$ cat src/rtl/inf_pkg.sv
// inf_pkg: definitions shared by the interface-block family.
//   UNLOCKED / LOCKED : encodings of the arbiter's grant-lock state
//   clog2()           : ceiling log2 for sizing index and counter fields
package inf_pkg;

  localparam logic [0:0] UNLOCKED = 1'b0;
  localparam logic [0:0] LOCKED   = 1'b1;

  // Smallest r with 2**r >= value; returns 0 for value <= 1.
  function automatic int clog2(input int value);
    int result;
    result = 0;
    while ((1 << result) < value) begin
      result++;
    end
    return result;
  endfunction

endpackage

$ cat src/rtl/rr_pick.sv
// rr_pick: combinational round-robin picker.
//   req  : per-port request vector
//   last : most recently served port; the search starts just above it
//   sel  : first requesting port found, wrapping modulo N_PORTS
//   any  : high when at least one request is present
module rr_pick
  import inf_pkg::*;
#(
  parameter int N_PORTS = 4,
  parameter int PORT_W  = clog2(N_PORTS)
) (
  input  logic [N_PORTS-1:0] req,
  input  logic [PORT_W-1:0]  last,
  output logic [PORT_W-1:0]  sel,
  output logic               any
);

  logic [PORT_W-1:0] idx;

  // Walk last+1, last+2, ... last+N_PORTS (mod N_PORTS); the final step lands
  // back on last itself, so a lone requester is always found.
  always_comb begin
    sel = '0;
    any = 1'b0;
    idx = '0;
    for (int i = 1; i <= N_PORTS; i++) begin
      idx = PORT_W'((int'(last) + i) % N_PORTS);
      if (!any && req[idx]) begin
        any = 1'b1;
        sel = idx;
      end
    end
  end

endmodule

$ cat src/rtl/inf_stream_arbiter.sv
// inf_stream_arbiter: merges N_PORTS valid/ready streams into one registered
// output stream tagged with its source port, granting bursts of up to
// MAX_BURST beats round-robin, with a sticky downstream-stall watchdog.
//   clk, reset            : rising-edge clock, synchronous active-high reset
//   in_data/valid/ready   : packed requester streams (port i at [i*WIDTH +: WIDTH])
//   out_data/port/valid   : registered output beat and its source port
//   out_ready             : downstream accept
//   stall_err             : set after STALL_LIMIT consecutive stalled cycles
//   beat_count            : output transfers since reset, modulo 2^32
module inf_stream_arbiter
  import inf_pkg::*;
#(
  parameter int WIDTH       = 8,
  parameter int N_PORTS     = 4,
  parameter int PORT_W      = clog2(N_PORTS),
  parameter int MAX_BURST   = 4,
  parameter int STALL_LIMIT = 1024
) (
  input  logic                       clk,
  input  logic                       reset,
  input  logic [N_PORTS*WIDTH-1:0]   in_data,
  input  logic [N_PORTS-1:0]         in_valid,
  output logic [N_PORTS-1:0]         in_ready,
  output logic [WIDTH-1:0]           out_data,
  output logic [PORT_W-1:0]          out_port,
  output logic                       out_valid,
  input  logic                       out_ready,
  output logic                       stall_err,
  output logic [31:0]                beat_count
);

  localparam int BURST_W = clog2(MAX_BURST + 1);
  localparam int STALL_W = clog2(STALL_LIMIT + 1);
  localparam logic [BURST_W-1:0] BURST_LAST = BURST_W'(MAX_BURST - 1);
  localparam logic [STALL_W-1:0] STALL_MAX  = STALL_W'(STALL_LIMIT);
  localparam logic [PORT_W-1:0]  LAST_INIT  = PORT_W'(N_PORTS - 1);

  logic [0:0]         state_q, state_d;
  logic [PORT_W-1:0]  cur_port_q, cur_port_d;
  logic [PORT_W-1:0]  last_port_q, last_port_d;
  logic [BURST_W-1:0] burst_cnt_q, burst_cnt_d;
  logic [STALL_W-1:0] stall_cnt_q, stall_cnt_d;
  logic               stall_err_q, stall_err_d;
  logic [WIDTH-1:0]   out_data_q, out_data_d;
  logic [PORT_W-1:0]  out_port_q, out_port_d;
  logic               out_valid_q, out_valid_d;
  logic [31:0]        beat_count_q, beat_count_d;

  logic [WIDTH-1:0]   port_data [N_PORTS];
  logic [PORT_W-1:0]  pick_sel;
  logic               pick_any;
  logic [PORT_W-1:0]  sel;
  logic               locked;
  logic               load_en;
  logic               xfer;

  for (genvar g = 0; g < N_PORTS; g++) begin : g_unpack
    assign port_data[g] = in_data[g*WIDTH +: WIDTH];
  end

  rr_pick #(
    .N_PORTS (N_PORTS),
    .PORT_W  (PORT_W)
  ) u_pick (
    .req  (in_valid),
    .last (last_port_q),
    .sel  (pick_sel),
    .any  (pick_any)
  );

  assign locked  = (state_q == LOCKED);
  assign load_en = !out_valid_q || out_ready;
  assign sel     = locked ? cur_port_q : pick_sel;

  // While locked the granted port keeps ready even if its valid has dropped;
  // that idle cycle is what lets the FSM notice the burst has ended.
  always_comb begin
    in_ready = '0;
    if (!reset && load_en && (locked || pick_any)) begin
      in_ready[sel] = 1'b1;
    end
  end

  assign xfer = |(in_valid & in_ready);

  always_comb begin
    state_d      = state_q;
    cur_port_d   = cur_port_q;
    last_port_d  = last_port_q;
    burst_cnt_d  = burst_cnt_q;
    out_data_d   = out_data_q;
    out_port_d   = out_port_q;
    out_valid_d  = out_valid_q;

    // in_ready requires load_en, so every transfer happens inside this branch.
    if (load_en) begin
      if (xfer) begin
        out_data_d  = port_data[sel];
        out_port_d  = sel;
        out_valid_d = 1'b1;
      end else begin
        out_valid_d = 1'b0;
      end

      if (!locked) begin
        if (xfer) begin
          if (MAX_BURST == 1) begin
            last_port_d = sel;
          end else begin
            state_d     = LOCKED;
            cur_port_d  = sel;
            burst_cnt_d = BURST_W'(1);
          end
        end
      end else if (xfer) begin
        if (burst_cnt_q == BURST_LAST) begin
          state_d     = UNLOCKED;
          last_port_d = cur_port_q;
          burst_cnt_d = '0;
        end else begin
          burst_cnt_d = burst_cnt_q + 1'b1;
        end
      end else begin
        state_d     = UNLOCKED;
        last_port_d = cur_port_q;
        burst_cnt_d = '0;
      end
    end
  end

  // The error flag looks at the next count so it rises in the cycle right
  // after the STALL_LIMIT-th stalled cycle rather than one cycle later.
  always_comb begin
    stall_cnt_d = '0;
    if (out_valid_q && !out_ready) begin
      stall_cnt_d = (stall_cnt_q == STALL_MAX) ? stall_cnt_q : stall_cnt_q + 1'b1;
    end
    stall_err_d  = stall_err_q || (stall_cnt_d == STALL_MAX);
    beat_count_d = beat_count_q + ((out_valid_q && out_ready) ? 32'd1 : 32'd0);
  end

  always_ff @(posedge clk) begin
    if (reset) begin
      state_q      <= UNLOCKED;
      cur_port_q   <= '0;
      last_port_q  <= LAST_INIT;
      burst_cnt_q  <= '0;
      stall_cnt_q  <= '0;
      stall_err_q  <= 1'b0;
      out_data_q   <= '0;
      out_port_q   <= '0;
      out_valid_q  <= 1'b0;
      beat_count_q <= '0;
    end else begin
      state_q      <= state_d;
      cur_port_q   <= cur_port_d;
      last_port_q  <= last_port_d;
      burst_cnt_q  <= burst_cnt_d;
      stall_cnt_q  <= stall_cnt_d;
      stall_err_q  <= stall_err_d;
      out_data_q   <= out_data_d;
      out_port_q   <= out_port_d;
      out_valid_q  <= out_valid_d;
      beat_count_q <= beat_count_d;
    end
  end

  assign out_data   = out_data_q;
  assign out_port   = out_port_q;
  assign out_valid  = out_valid_q;
  assign stall_err  = stall_err_q;
  assign beat_count = beat_count_q;

endmodule
$ cat config.mk
export PLATFORM = sky130hd
export DESIGN_NAME = inf_stream_arbiter
export DESIGN_NICKNAME = d
export VERILOG_FILES = /design/src/rtl/inf_pkg.sv /design/src/rtl/rr_pick.sv /design/src/rtl/inf_stream_arbiter.sv
export SDC_FILE = /design/constraint.sdc
export NUM_CORES = 1
export LEC_CHECK = 0
export ABC_AREA = 1
export BUFFER_PORTS_ARGS = -buffer_cell sky130_fd_sc_hd__buf_2
export CORE_MARGIN = 1
export CORE_UTILIZATION = 50
export DETAILED_ROUTE_END_ITERATION = 10
export HOLD_SLACK_MARGIN = 0.12
export PLACE_DENSITY = 0.72
export SLEW_MARGIN = 20
export SYNTH_ARGS = -nofsm -noshare
export SYNTH_HDL_FRONTEND = slang
export SYNTH_SLANG_ARGS = --single-unit
export TNS_END_PERCENT = 30
$ cat constraint.sdc
create_clock -name clk -period 3.3 [get_ports clk]
set_input_delay 0.495 -clock clk [delete_from_list [all_inputs] [get_ports clk]]
set_output_delay 0.495 -clock clk [all_outputs]
set_load 0.005 [all_outputs]
=== Yosys cells after proc, flatten, opt, wreduce, memory -nomap -nowiden ===
Cells that the tools add are included.

* $add $sub $neg: 7
* Magnitude comparators: 7
* Eq/ne operators: 4
* Multiplexer cells: 36
* Bitwise logic cells: 3
* Reductions and logical operators: 23

{| class="wikitable"
|+ Operators with widths
! operator !! number
|-
| adder 32 x 1 -> 32 bit || 1
|-
| equality test 11 bit, second input constant || 2
|-
| two-way mux 11 bit || 2
|-
| binary-select mux 8 bit (select 2 bit) || 1
|-
| two-way mux 8 bit || 2
|-
| < comparator 2 x 3 -> 1 bit, second input constant || 5
|-
| two-way mux 1 bit || 14
|-
| two-way mux 2 bit || 7
|-
| two-way mux 3 bit || 4
|-
| adder 11 x 1 -> 11 bit, second input constant || 1
|-
| binary-select mux 1 bit (select 2 bit) || 4
|-
| logical AND 1 bit || 8
|-
| zero test 1 bit || 6
|-
| AND reduction 3 bit || 2
|-
| adder 2 x 1 -> 2 bit, second input constant || 2
|-
| adder 2 bit, second input constant || 2
|-
| bitwise AND 4 bit || 1
|-
| two-way mux 4 bit || 1
|-
| AND reduction 2 bit || 2
|-
| OR reduction 4 bit || 1
|-
| adder 3 x 1 -> 3 bit, second input constant || 1
|-
| equality test 3 x 2 -> 1 bit, second input constant || 1
|-
| greater-or-equal comparator 3 bit, second input constant || 1
|-
| logical OR 1 bit || 3
|-
| 6 further kinds || 6
|}

* Register bits: 63
* Input port bits: 39
* Output and inout port bits: 48
* Logic and storage cells: 90

=== Depth between registers and ports, before layout ===
Gate-level depths: netlist of the first run.

* Depth in word-level cells: 23
* Depth in mapped cells: 20
* Mapped depth without buffers: 19

=== Hierarchy ===
From an unflattened synthesis of the first run, not the netlist that was laid out.

* Cells, all modules: 569
* Area total of the unflattened synthesis: 3683.5 um^2

{| class="wikitable"
|+ Modules (own cells, without submodules)
! module !! instances !! cells each !! area each (um^2) !! sequential area each (um^2)
|-
| inf_stream_arbiter || 1 || 517 || 3412.0 || 1261.2
|-
| rr_pick || 1 || 52 || 271.5 || 0.0
|}

=== Worst setup path before layout of the first run ===
No wires, ideal clock.

* Path type: input to register
* Start point: in out_ready
* End point: reg beat_count_q[28], in the netlist beat_count[28]
* Library setup time: 0.115 ns
* Data arrival time: 2.357 ns
* Data required time: 3.185 ns
* Setup slack: 0.829 ns
* Stages on the path: 18
* Path buffers: 0
* Cells stage by stage: nand2_1 > inv_1 > ha_1 > ha_1 > nand3_1 > nor2_1 > inv_1 > nor2_1 > nand4_1 > nor2_1 > nand2_1 > nor2_1 > nand3_1 > nor2_1 > nand2_1 > nor3_1 > nor2_1 > o21a_1

* Cells in the longest elaborated chain, start to end: 3

{| class="wikitable"
|+ Ends and longest elaborated chain
! item !! line !! text
|-
| start, declared || inf_stream_arbiter.sv:27 || <nowiki>input logic out_ready,</nowiki>
|-
| logical AND 1 bit || inf_stream_arbiter.sv:139 || <nowiki>beat_count_d = beat_count_q + ((out_valid_q && out_ready) ? 32'd1 : 32'd0);</nowiki>
|-
| two-way mux 1 bit || inf_stream_arbiter.sv:139 ||
|-
| adder 32 x 1 -> 32 bit || inf_stream_arbiter.sv:139 ||
|-
| end signal, assigned || inf_stream_arbiter.sv:164 || <nowiki>beat_count_q <= beat_count_d;</nowiki>
|-
| end, declared || inf_stream_arbiter.sv:47 || <nowiki>logic [31:0] beat_count_q, beat_count_d;</nowiki>
|}

No other way between the ends.
A chain may end at the register's enable or synchronous reset.

=== Worst setup path after layout of the first run ===
* Start point: reg last_port_q[0]
* End point: out in_ready[2]

* Cells in the longest elaborated chain, start to end: 19
* Elaborated cells between the ends (all ways): 35
* Those cells by class: 4 x add/sub; 2 x order compare; 20 x mux; 9 x reduce/logical

{| class="wikitable"
|+ Ends and longest elaborated chain
! item !! line !! text
|-
| start, declared || inf_stream_arbiter.sv:40 || <nowiki>logic [PORT_W-1:0] last_port_q, last_port_d;</nowiki>
|-
| start signal, assigned || inf_stream_arbiter.sv:157 || <nowiki>last_port_q <= last_port_d;</nowiki>
|-
| adder 2 x 1 -> 2 bit || rr_pick.sv:27 || <nowiki>idx = PORT_W'((int'(last) + i) % N_PORTS);</nowiki>
|-
| binary-select mux 1 bit (select 2 bit) || rr_pick.sv:28 || <nowiki>if (!any && req[idx]) begin</nowiki>
|-
| two-way mux 1 bit (implied by the code) || rr_pick.sv:28 ||
|-
| two-way mux 1 bit || rr_pick.sv:28 ||
|-
| zero test 1 bit || rr_pick.sv:28 ||
|-
| logical AND 1 bit || rr_pick.sv:28 ||
|-
| two-way mux 1 bit || rr_pick.sv:28 ||
|-
| zero test 1 bit || rr_pick.sv:28 ||
|-
| [... 3 more ...] || - ||
|-
| logical AND 1 bit || rr_pick.sv:28 ||
|-
| two-way mux 2 bit || rr_pick.sv:28 ||
|-
| two-way mux 2 bit || inf_stream_arbiter.sv:73 || <nowiki>assign sel = locked ? cur_port_q : pick_sel;</nowiki>
|-
| < comparator 2 x 3 -> 1 bit (implied by the code) / greater-or-equal comparator 2 x 1 -> 1 bit (equally long branches) || inf_stream_arbiter.sv:80 || <nowiki>in_ready[sel] = 1'b1;</nowiki>
|-
| logical AND 1 bit (implied by the code) || inf_stream_arbiter.sv:80 ||
|-
| two-way mux 1 bit (implied by the code) || inf_stream_arbiter.sv:80 ||
|-
| demux 1 bit (select 2 bit) || inf_stream_arbiter.sv:80 ||
|-
| two-way mux 4 bit * || inf_stream_arbiter.sv:79 || <nowiki>if (!reset && load_en && (locked || pick_any)) begin</nowiki>
|-
| end, declared || inf_stream_arbiter.sv:23 || <nowiki>output logic [N_PORTS-1:0] in_ready,</nowiki>
|}

Mark *: on every way between the ends. The rest lies on a longest branch, timed or not. The select of a mux whose other input is x is not followed.

==> summary.md, run 1 <==
| Metric | Value |
|---|---|
| Clock tree from TritonCTS | built |
| Layout cells sized above 1 | around 22% |
| Fraction of registers with async set/reset | 0% |
| Pwr per Cell Area | around 700 nW/um^2 |
| Max clock buf depth | 2 |
| Clk root buf | clkbuf_8 |
| Clk sink count | 63 |
| Post-Syn Instances | slightly above 500 |
| Via density | roughly 5 |
| NetSw | around 1300 uW |
| Clock latency on the worst-skew pair | ~0.34 ns |
| RD Place Congestion | between 0.8 and 0.9 |
| CTS Buf Count | 9 |
| Die Area | approximately 7100 um^2 |
| Internal power | between 1500 and 2000 uW |
| Endpoint class of the critical path | primary output |
| Worst EP required | 2.80 ns |
| Status | finished, violations left |
| Leakage | between 0.0015 and 0.002 uW |
| Hold crit path type | reg2reg |
| Maxcap violations | 0 |
| Iteration count of the initial detailed-routing pass | 7 |
| Worst R2R Setup Slack | 0.63 ns |
| Max Freq | about 370 MHz |
| Failing checks | design-rule violations |
| Clock-pin slew on the worst setup and hold paths | about 0.060 ns |
| Post-Syn Area per Cell | ~6.6 um^2 |
| Crit share post-route | about four fifths |
| Postcts setup bufs | 0 |
| Final wirelength | 7720 um |
| Mapped cell area | about 3400 um^2 |
| Sw Share | between 40 and 50% |
| Commonest non-fill, non-tap cells in the layout | nand2_1 (129), buf_2 (86), nor2_1 (76) |
| GRT overflow | 0 |
| Multi-input gate area | about 1800 um^2 |
| Total track usage | a little under a quarter |
| Slew margin rel. | a little under two fifths |
| DR WL/cell | ~11 um |
| Cell taking the most area after synthesis | dfxtp_1 |
| Initial antenna violation count | 0 |
| Worst-Margin Slew | around 0.9 ns |
| Main flop type after synthesis | dfxtp_1 |
| Mapped Nets | 555 |
| Commonest non-fill, non-tap cell in the layout | nand2_1 |
| Largest net degree at the start of global routing | 33 |
| Post-synth EDFFs | 0 |
| DR vias | between 3000 and 4000 |
| Sequential power share | a little under a third |
| Final setup viols | 0 |
| Flip-flop and latch area | approximately 1300 um^2 |
| ANT nets after route | 0 |
| Final nets | 644 |
| #FFs+latches synth | between 60 and 70 |
| IO Port Bufs | between 80 and 90 |
| Comb pwr share | approximately 49% |
| Final Critical Period | between 2 and 3 ns |
| Placed wire-length estimate | 5780 um |
| Clock share of power | around 20% |
| H-tree Lvls | 3 |
| Resized Gates After CTS | 0 |
| Die X-Extent | 84.4 um |
| Pwr Total | about 2900 uW |
| Area Growth Syn to Fin | 19.1% |
| Row Count | 29 |
| Vias in the first global route | 3119 |
| Unique masters post-synth | 35 |
| Synth area leaders | dfxtp_1 (37%), nand2_1 (14%), nor2_1 (8.4%) |
| Sequential area share after synthesis | between 30% and 40% |
| DRC | 10 |
| N_diodes | 0 |
| Final Hold Viols | 0 |
| First-pass GRT wire length | between 10000 and 15000 um |
| Final Skew | between 0.008 and 0.009 ns |
| Arrival @ worst endpoint | approximately 2.2 ns |
| Final worst slack | 0.624 ns |
| Core outline area | approximately 6500 um^2 |
| RSZ-0062 raised after global routing | no |
| Syn. warnings | 0 |
| Pins Over Slew Limit | 0 |
| # IOs | 87 |
| Maximum vdd drop | slightly above 700 uV |
| Iteration-0 DRC count of the detailed router | about 170 |
| Worst slack at placement | approximately 0.42 ns |
| Hold-fix buffer count after cts | 0 |
| Die height | 84.4 um |
| CP startpoint kind | flip-flop |
| Setup TNS Final | 0 ns |
| Crit Path Max Fanout | 9 |
| Post-synth top area share | 37.1% |
| Fillers | 610 |
| Initial Util | between 50% and 60% |
| Crit Path Class | reg2out |
==> metrics by stage <==
step | util (%) | std cells | area (um^2) | hold slack [ns]
2_1_floorplan | - | 511 | 3400 | 0.429
3_3_place_gp | 60.1 | 666 | 3880 | 0.441
3_5_place_dp | 60.1 | 666 | 3880 | 0.441
4_1_cts | 62.6 | 681 | 4050 | 0.456
5_1_grt | 62.6 | 681 | 4050 | 0.477
6_report | 62.6 | 681 | 4050 | 0.452
==> kinds of logic after synthesis <==
group	share of synthesized area [%]
xor+xnor	2.32
simple gates	40.1
fa+ha+maj	1.84
flops	37.1
compound gates	9.76
buf+inv	8.81
==> Yosys cell counts (2+ instances only) <==
| master | count |
|---|---|
| clkbuf_1 | 7 |
| nor4_1 | 6 |
| ha_1 | 5 |
| nor3b_1 | 2 |
| o21ai_0 | 17 |
| nand3_2 | 4 |
| a21oi_1 | 23 |
| o21a_1 | 4 |
| xor2_1 | 6 |
| dfxtp_1 | 63 |
| a21oi_2 | 2 |
| buf_6 | 2 |
| nand3_1 | 24 |
| nor2_2 | 4 |
| nor2_1 | 76 |
| nor3_1 | 19 |
| or2_2 | 3 |
| xnor2_1 | 3 |
| nand2_4 | 2 |
| nand4_1 | 21 |
| inv_1 | 58 |
| o21ai_1 | 9 |
| inv_2 | 5 |
| nand2_2 | 7 |
| nand2_1 | 129 |
==> flip-flops by register name (all words and copies together), names as in the netlist <==
name         count
locked           1
stall_cnt_q     11
out_data         8
burst_cnt_q      3
stall_err        1
cur_port_q       2
beat_count      32
last_port_q      2
out_port         2
out_valid        1
==> power groups by stage <==
stage | clock network (uW) | registers [uW] | logic, uW
3_5_place_dp | 0 | 908 | 1400
6_report | 571 | 893 | 1390
2_1_floorplan | 0 | 889 | 1150
4_1_cts | 585 | 893 | 1400
3_3_place_gp | 0 | 905 | 1370
5_1_grt | 629 | 900 | 1630
==> path summary, 6_finish.rpt <==
path,startpoint,to,cells past startpoint
min,burst_cnt_q[2]$_SDFFE_PP0P_,burst_cnt_q[2]$_SDFFE_PP0P_,2
max,last_port_q[0]$_SDFFE_PP1P_,in_ready[2],13
min reg2reg,burst_cnt_q[2]$_SDFFE_PP0P_,burst_cnt_q[2]$_SDFFE_PP0P_,2
max reg2reg,out_valid$_SDFFE_PP0N_,beat_count[28]$_SDFF_PP0_,18
==> critical path: stages (launching register included) <==
cell	delay, ns
dfxtp_1	0.55
inv_4	0.10
nand2_1	0.07
nand2_1	0.09
nand2_2	0.10
nand2_2	0.07
nor2_2	0.12
nand3_1	0.08
nand2_1	0.10
nand2_2	0.07
nand2_4	0.14
inv_2	0.07
nor3_1	0.14
buf_2	0.14
==> metal layers <==
layer  part of all wire, %  track usage [%]  up-vias
met5                     0                0        -
met4                   1.1             7.86        0
met3                   4.6             5.31        9
met2                    47             39.8       96
met1                    47             27.6     1501
li1                      -                -     1831
==> area by class of cell <==
cell class | count | share of cell area, %
flip-flops and latches | 63 | 31.2
multi-input cells | 374 | 45.4
clock buffers | 11 | 3.50
clock inverters | 4 | 0.557
repair buffers | 88 | 11.0
inverters | 64 | 6.00
well taps | 77 | 2.38
Note: power is estimated with default switching activity, not from simulation.
==> run 2, diff against run 1 <==
Clock period 3.3 ns to 2.65 ns, I/O delays scaled along.
==> summary.md, run 2 (synthesis gave the netlist of run 1 again) <==
| Metric | Value |
|---|---|
| Status | finished, violations left |
| Failing checks | design-rule violations |
| Setup TNS Final | 0 ns (unchanged) |
| Iteration count of the initial detailed-routing pass | 8 (+1) |
| Crit share post-route | between 90% and 100% |
| CP startpoint kind | flip-flop |
| Endpoint class of the critical path | flip-flop |
| Placed wire-length estimate | 5710 um (-1.3%) |
| Final nets | 651 (+1.1%) |
| Crit Path Class | reg2reg |
| Worst EP required | 2.87 ns (+0.07 ns) |
| Final setup viols | 0 (unchanged) |
| Pwr Total | 3580 uW (+25%) |
| Die height | 84.4 um (unchanged) |
| GRT overflow | 0 (unchanged) |
| Clk root buf | clkbuf_8 |
| Final Critical Period | approximately 2.4 ns |
| Clk sink count | 63 (unchanged) |
| RSZ-0062 raised after global routing | no |
| Hold-fix buffer count after cts | 0 (unchanged) |
| Clock latency on the worst-skew pair | 0.33 ns (about the same) |
| Max Freq | 418 MHz |
| Layout cells sized above 1 | 25.2% (+3.0 points) |
| Final Skew | 0.00735 ns (-0.00139 ns) |
| Largest net degree at the start of global routing | 32 (-3.0%) |
| Total track usage | 22.8% (-0.039 points) |
| Maximum vdd drop | 809 uV (+14%) |
| Resized Gates After CTS | 0 (unchanged) |
| # IOs | 87 (unchanged) |
| Row Count | 29 (unchanged) |
| Iteration-0 DRC count of the detailed router | 153 (-7.3%) |
| Initial Util | 52.6% (unchanged) |
| Die Area | 7130 um^2 (unchanged) |
| Hold Path Origin | in_valid[3] |
| Final Hold Viols | 0 (unchanged) |
| Slew margin rel. | 65.2% (+27 points) |
| Area Growth Syn to Fin | 21.9% |
| DRC | 5 (-5) |
| Commonest non-fill, non-tap cell in the layout | nand2_1 |
| Clock tree from TritonCTS | built |
| Final wirelength | 7460 um (-3.4%) |
| Worst-Margin Slew | 0.518 ns (-0.407 ns) |
| DR vias | 3503 (+1.9%) |
| Fin Hold WS | 0.399 ns (-0.0528 ns) |
| ANT nets after route | 0 (unchanged) |
| Placed cells | 673 (+1.1%) |
| N_diodes | 0 (unchanged) |
| Max FFs per register | 32 (unchanged) |
| First-pass GRT wire length | 13200 um (-0.41%) |
| IO Port Bufs | 86 (unchanged) |
| Core outline area | 6460 um^2 (unchanged) |
| Initial antenna violation count | 0 (unchanged) |
| Maxcap violations | 0 (unchanged) |
| DR WL/cell | 10.8 um (-4.3%) |
| Commonest non-fill, non-tap cells in the layout | nand2_1 (128), buf_2 (86), nor2_1 (71) |
| Postcts setup bufs | 0 (unchanged) |
| Clock-pin slew on the worst setup and hold paths | 0.07 ns (about the same) |
| Origin of the worst setup path | out_valid$_SDFFE_PP0N_ |
| Leakage | 0.00186 uW (+1.6%) |
| Hold crit path type | in2reg |
| Fin cells | 688 (+1.0%) |
| Pwr per Cell Area | 864 nW/um^2 (+22%) |
| Pins Over Slew Limit | 0 (unchanged) |
| Vias in the first global route | 3086 (-1.1%) |
| CTS Buf Count | 9 (unchanged) |
| Via density | 5.09 (+0.88%) |
| Arrival @ worst endpoint | 2.61 ns (+0.43 ns) |
| Final Util | 64.1% (+1.5 points) |
| Die X-Extent | 84.4 um (unchanged) |
| Crit Path Max Fanout | 4 (-5) |
| Max clock buf depth | 2 (unchanged) |
| RD Place Congestion | 0.803 (-2.4%) |
| H-tree Lvls | 3 (unchanged) |
| Critical R2R Launch | out_valid$_SDFFE_PP0N_ |
## run 2: cell types whose count changed in the layout (fill, tap and decap cells not counted), sizes merged
cell,previous run,this run
buf,88,95
## run 2: stage by stage
stage / cell area (um^2) / setup slack (ns)
floorplan: 3400 / 0.276
global placement: 3930 / 0.0473
detailed placement: 3930 / 0.00233
CTS: 4100 / 0.0678
global route: 4140 / 0.00786
finish: 4140 / 0.259
## run 2: area by class of cell
cell class / instances / area [um^2]
Inverter: 64 / 243
Clock buffer: 11 / 141
Multi-Input combinational cell: 374 / 1870
Sequential cell: 63 / 1270
Clock inverter: 4 / 22.5
Timing Repair Buffer: 95 / 498
Tap cell: 77 / 96.3
Fill cell: 618 / 2320
## run 2: per-layer routing
metal / global-route usage [%] / part of all wire (%)
met1: 28.9 / 47
met2: 38.8 / 47
met3: 4.13 / 5.0
met4: 8.32 / 1.2
met5: 0 / 0
## run 2: worst max-delay path, stage by stage (launching register included)
cell     delay [ns]
dfxtp_2        0.34
nand2_1        0.05
inv_1          0.05
ha_2           0.17
ha_2           0.19
nand3_2        0.10
nor2_2         0.13
inv_1          0.05
nor2_2         0.09
nand4_1        0.13
nor2_2         0.15
nand2_1        0.08
nor2_2         0.15
nand3_2        0.11
nor2_4         0.11
nand2_2        0.07
nor3_1         0.14
nor2_1         0.06
o21a_1         0.11
## run 2: final timing paths
path	slack [ns]	cells after the start	to
worst max-delay path	0.26	18	beat_count[28]$_SDFF_PP0_
worst min-delay path	0.40	3	out_port[1]$_SDFFE_PP0P_
worst max register to register	0.26	18	beat_count[28]$_SDFF_PP0_
worst min register to register	0.45	2	burst_cnt_q[2]$_SDFFE_PP0P_
## run 2: power by group
part | switching [uW] | internal [uW] | total [uW] | leakage, uW
registers | 73.3 | 1040 | 1110 | 0.000510
logic | 1150 | 599 | 1750 | 0.00127
clock network | 354 | 355 | 709 | 0.0000850
total | 1580 | 2000 | 3580 | 0.00186
